[src/rtl/rtmq_gate_seq_pkg.sv]
// rtmq_gate_seq_pkg: state encoding and default sizing for the gate sequencer
package rtmq_gate_seq_pkg;
    localparam int N_CTR_DEF   = 8;
    localparam int W_TIM_DEF   = 32;
    localparam int W_REP_DEF   = 16;
    localparam int SMP_LAT_DEF = 3;
    localparam logic [2:0] ST_IDLE   = 3'd0;
    localparam logic [2:0] ST_GATE   = 3'd1;
    localparam logic [2:0] ST_SETTLE = 3'd2;
    localparam logic [2:0] ST_HOLD   = 3'd3;
    localparam logic [2:0] ST_GAP    = 3'd4;
endpackage

[src/rtl/rtmq_tick_timer.sv]
// rtmq_tick_timer: loadable down-counter that expires when the count reaches 1
module rtmq_tick_timer #(
    parameter int W = 32
) (
    input  logic         clk,
    input  logic         rst,
    input  logic         load,
    input  logic         en,
    input  logic [W-1:0] load_val,
    output logic         expire
);
    logic [W-1:0] cnt;
    assign expire = cnt == W'(1);
    always_ff @(posedge clk) begin
        if (rst)
            cnt <= '0;
        else if (load)
            cnt <= load_val;
        else if (en && !expire && cnt != '0)
            cnt <= cnt - W'(1);
    end
endmodule

[src/rtl/rtmq_gate_sequencer.sv]
// rtmq_gate_sequencer: issues N gate windows with settle, result handshake and gap
module rtmq_gate_sequencer
    import rtmq_gate_seq_pkg::*;
#(
    parameter int N_CTR   = N_CTR_DEF,
    parameter int W_TIM   = W_TIM_DEF,
    parameter int W_REP   = W_REP_DEF,
    parameter int SMP_LAT = SMP_LAT_DEF
) (
    input  logic             clk,
    input  logic             rst,
    input  logic [N_CTR-1:0] cfg_mask,
    input  logic [W_TIM-1:0] cfg_gate,
    input  logic [W_TIM-1:0] cfg_gap,
    input  logic [W_REP-1:0] cfg_nrep,
    input  logic             start,
    input  logic             abort,
    input  logic             res_rdy,
    output logic [N_CTR-1:0] gate_ena,
    output logic             busy,
    output logic             res_vld,
    output logic [W_REP-1:0] res_idx,
    output logic             done
);
    logic [2:0]       state_q, nxt;
    logic [N_CTR-1:0] mask_q, mask_d;
    logic [W_TIM-1:0] gate_q, gap_q, gate_in, tval;
    logic [W_REP-1:0] nrep_q, idx_d;
    logic             take, tload, expire, done_d, last;

    assign gate_in = cfg_gate == '0 ? W_TIM'(1) : cfg_gate;
    assign mask_d  = take ? cfg_mask : mask_q;
    assign last    = res_idx == nrep_q - W_REP'(1);

    rtmq_tick_timer #(.W(W_TIM)) u_timer (
        .clk(clk),
        .rst(rst),
        .load(tload),
        .en(state_q != ST_IDLE),
        .load_val(tval),
        .expire(expire)
    );

    always_comb begin
        nxt    = state_q;
        take   = 1'b0;
        tload  = 1'b0;
        tval   = gate_q;
        done_d = 1'b0;
        idx_d  = res_idx;
        case (state_q)
            ST_IDLE: if (start && !abort) begin
                take = 1'b1;
                if (cfg_nrep == '0) begin
                    done_d = 1'b1;
                end else begin
                    nxt   = ST_GATE;
                    tload = 1'b1;
                    tval  = gate_in;
                    idx_d = '0;
                end
            end
            ST_GATE: if (expire) begin
                nxt   = ST_SETTLE;
                tload = 1'b1;
                tval  = W_TIM'(SMP_LAT);
            end
            ST_SETTLE: nxt = expire ? ST_HOLD : ST_SETTLE;
            ST_HOLD: if (res_rdy) begin
                if (last) begin
                    nxt    = ST_IDLE;
                    done_d = 1'b1;
                end else begin
                    // a zero gap skips GAP so the next gate opens right after the handshake
                    nxt   = gap_q == '0 ? ST_GATE : ST_GAP;
                    tload = 1'b1;
                    tval  = gap_q == '0 ? gate_q : gap_q;
                    idx_d = res_idx + W_REP'(1);
                end
            end
            ST_GAP: if (expire) begin
                nxt   = ST_GATE;
                tload = 1'b1;
            end
            default: nxt = ST_IDLE;
        endcase
        if (abort && state_q != ST_IDLE) begin
            nxt    = ST_IDLE;
            tload  = 1'b0;
            done_d = 1'b0;
            idx_d  = res_idx;
        end
    end

    always_ff @(posedge clk) begin
        if (rst) begin
            state_q  <= ST_IDLE;
            mask_q   <= '0;
            gate_q   <= '0;
            gap_q    <= '0;
            nrep_q   <= '0;
            gate_ena <= '0;
            busy     <= 1'b0;
            res_vld  <= 1'b0;
            res_idx  <= '0;
            done     <= 1'b0;
        end else begin
            state_q  <= nxt;
            mask_q   <= mask_d;
            gate_q   <= take ? gate_in : gate_q;
            gap_q    <= take ? cfg_gap : gap_q;
            nrep_q   <= take ? cfg_nrep : nrep_q;
            gate_ena <= nxt == ST_GATE ? mask_d : '0;
            busy     <= nxt != ST_IDLE;
            res_vld  <= nxt == ST_HOLD;
            res_idx  <= idx_d;
            done     <= done_d;
        end
    end
endmodule

[config.mk]
export PLATFORM = sky130hd
export DESIGN_NAME = rtmq_gate_sequencer
export DESIGN_NICKNAME = d
export VERILOG_FILES = /design/src/rtl/rtmq_gate_seq_pkg.sv /design/src/rtl/rtmq_tick_timer.sv /design/src/rtl/rtmq_gate_sequencer.sv
export SDC_FILE = /design/constraint.sdc
export NUM_CORES = 1
export LEC_CHECK = 0
export CAP_MARGIN = 5
export CELL_PAD_IN_SITES_DETAIL_PLACEMENT = 1
export CELL_PAD_IN_SITES_GLOBAL_PLACEMENT = 2
export CORE_MARGIN = 5
export CORE_UTILIZATION = 28
export CTS_CLUSTER_SIZE = 40
export DETAILED_ROUTE_END_ITERATION = 10
export PLACE_DENSITY_LB_ADDON = 0.3
export SYNTH_ARGS = -nofsm -noshare
export SYNTH_HDL_FRONTEND = slang
export SYNTH_SLANG_ARGS = --single-unit
[constraint.sdc]
create_clock -name clk -period 2.9 [get_ports clk]
set_clock_uncertainty 0.05 [all_clocks]
set_input_delay 0.435 -clock clk [delete_from_list [all_inputs] [get_ports clk]]
set_output_delay 0.435 -clock clk [all_outputs]
set_load 0.1 [all_outputs]
==> run metrics <==
P per Cell Area 545 nW/um2; setup ws final -0.304 ns; reg-to-reg slack, setup -0.30 ns; GRT Total Usage 0.193; initial DRC count 488; Diodes inserted 0; clk buf depth 2; setup violators final 56; clk_lat worst skew 0.44 ns; CP max FO 9; Core Area 26700 um2; max incr delay on CP 0.68 ns; Hold Path Sink gate_q[5]$_SDFFE_PP0P_; initial core utilization 0.282; commonest non-fill, non-tap cell in the layout nand2_1; drt via density 5.29; Syn Std Cell Area 7510 um2; Slew Viols, Final 0; Cells after Synth 940; gr ovfl total 0; cts hold-fix bufs 0; r2r endpoint gate_ena[7]$_SDFF_PP0_; Rel. slew slack 0.118; CTS tree yes; Leak ~4.2 nW; Clock Sinks 150; library cells used by synthesis 69; Non-Filler Cell Area, Final 11100 um2; largest net degree at the start of global routing between 80 and 90; violated checks setup timing; Async SR Flop Fraction 0; Fin. Hold Viols 0; status complete, but fails checks; Reg clk slew, reported paths 0.07 ns; Hold WC Path Type reg -> reg; critical path type reg -> reg; Critical Path Slowest Stage Cell or4_4; maximum VDD drop 0.388 mV; CTS H-tree lvls 4; fmax 312 MHz; Via Count 8041; GPL Wtd Cong 0.816; full die area 30200 um2; die width between 150 and 200 um; num rows 60; crit share post-route 1.10; Worst Setup End Kind flop; launching point of the worst reg2reg path nrep_q[0]$_SDFFE_PP0P_; Final Critical Period 3.20 ns; Worst Path Arrival 3.47 ns; area of the multi-input gates 4530 um2; reg2reg path depth 9; syn_nets 1037; critical path data required time 3.17 ns; synth-to-layout area growth 47.5%; # IOs between 100 and 150; Seq/Total Area, Yosys 0.400; DRC viols 0; commonest non-fill, non-tap cells in the layout nand2_1 (195), buf_4 (156), dfxtp_1 (131); crit-path cells or4_4 > nor3_4 > mux2i_1 > nand4_1 > or4_4 > buf_4 > a311oi_4 > or4_4 > nor2_1; Placed Cells incl. Taps 1470; final HPWL from detailed placement 21800 um; Most Frequent Cell on Critical Path or4_4; CP startpoint kind flop; DRT antenna net count 0; detail-routed net length per standard cell 20.2 um; Seq cells post-synth 150; Post-synth EDFFs 0; nets@finish 1263; final setup TNS -12.49 ns; Layout fillers 3129; DR pass1 iterations 6; Slew @ Worst Pin 1.31 ns; Die H between 150 and 200 um; cts bufs inserted 17; RSZ-0062 raised after global routing yes; CTS root buf clkbuf_16; share of cells above drive strength 1 0.257; Cell Count, Final, Fillers Out between 1500 and 2000; first-pass GRT wire length 46500 um; hold path start gate_q[5]$_SDFFE_PP0P_; WL final 30700 um; WHS Path Cells 2; Syn Area/Cell 7.99 um2; vias in the first global route around 8400; placed cell area 9960 um2; antenna violations before repair 1; register area about 3000 um2; top_reg_cell synth dfxtp_1; Ys Warns 0; max cap viols 0; number of buffers added on ports 119
-- per-stage QoR --
| step | hold WS [ns] | util | power [W] | setup WS (ns) |
|---|---|---|---|---|
| finish | 0.410 | 0.416 | 0.00604 | -0.304 |
| global route | 0.423 | 0.416 | 0.00630 | -0.409 |
| CTS | 0.405 | 0.403 | 0.00603 | -0.261 |
| detailed placement | 0.399 | 0.374 | 0.00357 | -0.337 |
| global placement | 0.392 | 0.374 | 0.00355 | -0.328 |
| floorplan | 0.386 | - | 0.00298 | -0.0679 |
-- final cells by class --
cell class / instances / share of cell area
Clock inverter: 14 / 0.0173
Sequential cell: 150 / 0.274
Inverter: 14 / 0.00497
Multi-Input combinational cell: 717 / 0.408
Timing Repair Buffer: 266 / 0.218
Tap cell: 341 / 0.0385
Clock buffer: 18 / 0.0387
-- synth_stat cells (6+ instances only) --
cell type / count / area [um2]
a21o_1: 7 / 52.6
nand2_1: 197 / 739
xnor2_1: 27 / 236
nor2_1: 65 / 244
xor2_1: 18 / 158
o21ai_0: 15 / 75.1
or4_1: 8 / 60.1
nor4_1: 40 / 250
a211oi_1: 27 / 203
clkbuf_1: 47 / 176
nand3_1: 17 / 85.1
a21oi_1: 105 / 526
buf_2: 8 / 40.0
a222oi_1: 23 / 230
inv_1: 14 / 52.6
nand2b_1: 7 / 43.8
nor3_1: 26 / 130
mux2i_1: 11 / 110
or3_1: 10 / 62.6
a31oi_1: 6 / 37.5
dfxtp_1: 150 / 3000
nand4_1: 6 / 37.5
-- worst max-delay path, delay by kind of cell, from the launching register on --
family	cells	cell delay (ns)
buffers and inverters	1	0.20
multiplexers	1	0.21
flip-flops	1	0.37
AO/OA/AOI/OAI	1	0.32
AND/OR/NAND/NOR	6	1.93
-- power by group --
| part | internal [W] | leakage [nW] | switching [W] | total (W) |
|---|---|---|---|---|
| clock network | 0.00139 | 0.297 | 0.00102 | 0.00241 |
| logic | 0.000647 | 2.64 | 0.000709 | 0.00136 |
| registers | 0.00217 | 1.23 | 0.000104 | 0.00228 |
-- worst max path at each step --
| stage | from | slack (ns) | end |
|---|---|---|---|
| 4_1_cts | nrep_q[1]$_SDFFE_PP0P_ | -0.26 | u_timer.cnt[24]$_SDFFE_PP0P_ |
| 5_1_grt | nrep_q[0]$_SDFFE_PP0P_ | -0.41 | gate_ena[1]$_SDFF_PP0_ |
| 3_3_place_gp | nrep_q[0]$_SDFFE_PP0P_ | -0.33 | gate_ena[0]$_SDFF_PP0_ |
| 3_5_place_dp | nrep_q[0]$_SDFFE_PP0P_ | -0.34 | gate_ena[7]$_SDFF_PP0_ |
| 6_report | nrep_q[0]$_SDFFE_PP0P_ | -0.30 | gate_ena[7]$_SDFF_PP0_ |
| 2_1_floorplan | nrep_q[1]$_SDFFE_PP0P_ | -0.07 | u_timer.cnt[14]$_SDFFE_PP0P_ |
-- registers in the layout (all words and copies together) (netlist names) --
register     count
res_vld          1
busy             1
u_timer.cnt     32
gate_ena         8
done             1
nrep_q          16
gate_q          32
state_q          3
mask_q           8
res_idx         16
gap_q           32
-- metal layers --
metal | global-route usage | vias up | share of wire
li1 | - | 3874 | -
met1 | 0.232 | 3948 | 0.43
met2 | 0.357 | 187 | 0.52
met3 | 0.0299 | 32 | 0.038
met4 | 0.0538 | 0 | 0.016
met5 | 0 | - | 0
-- kinds of logic after synthesis --
family,after synthesis,synth area share
xor gates and xnor gates,45,0.0525
and+or+nand+nor,418,0.268
buffers and inverters,75,0.0415
DFF,150,0.400
adders and majority gates,5,0.00799
AOI/OAI and AO/OA,236,0.215
muxes,11,0.0147
-- what timing repair did --
action                                 CTS  global route
endpoints found under the hold margin    0             0
buffers inserted                         6             9
resized for setup                       23            44
cloned                                   2             5
pin swaps                                5            24
setup endpoints to repair               61            61
(Power assumes the default switching activity.)
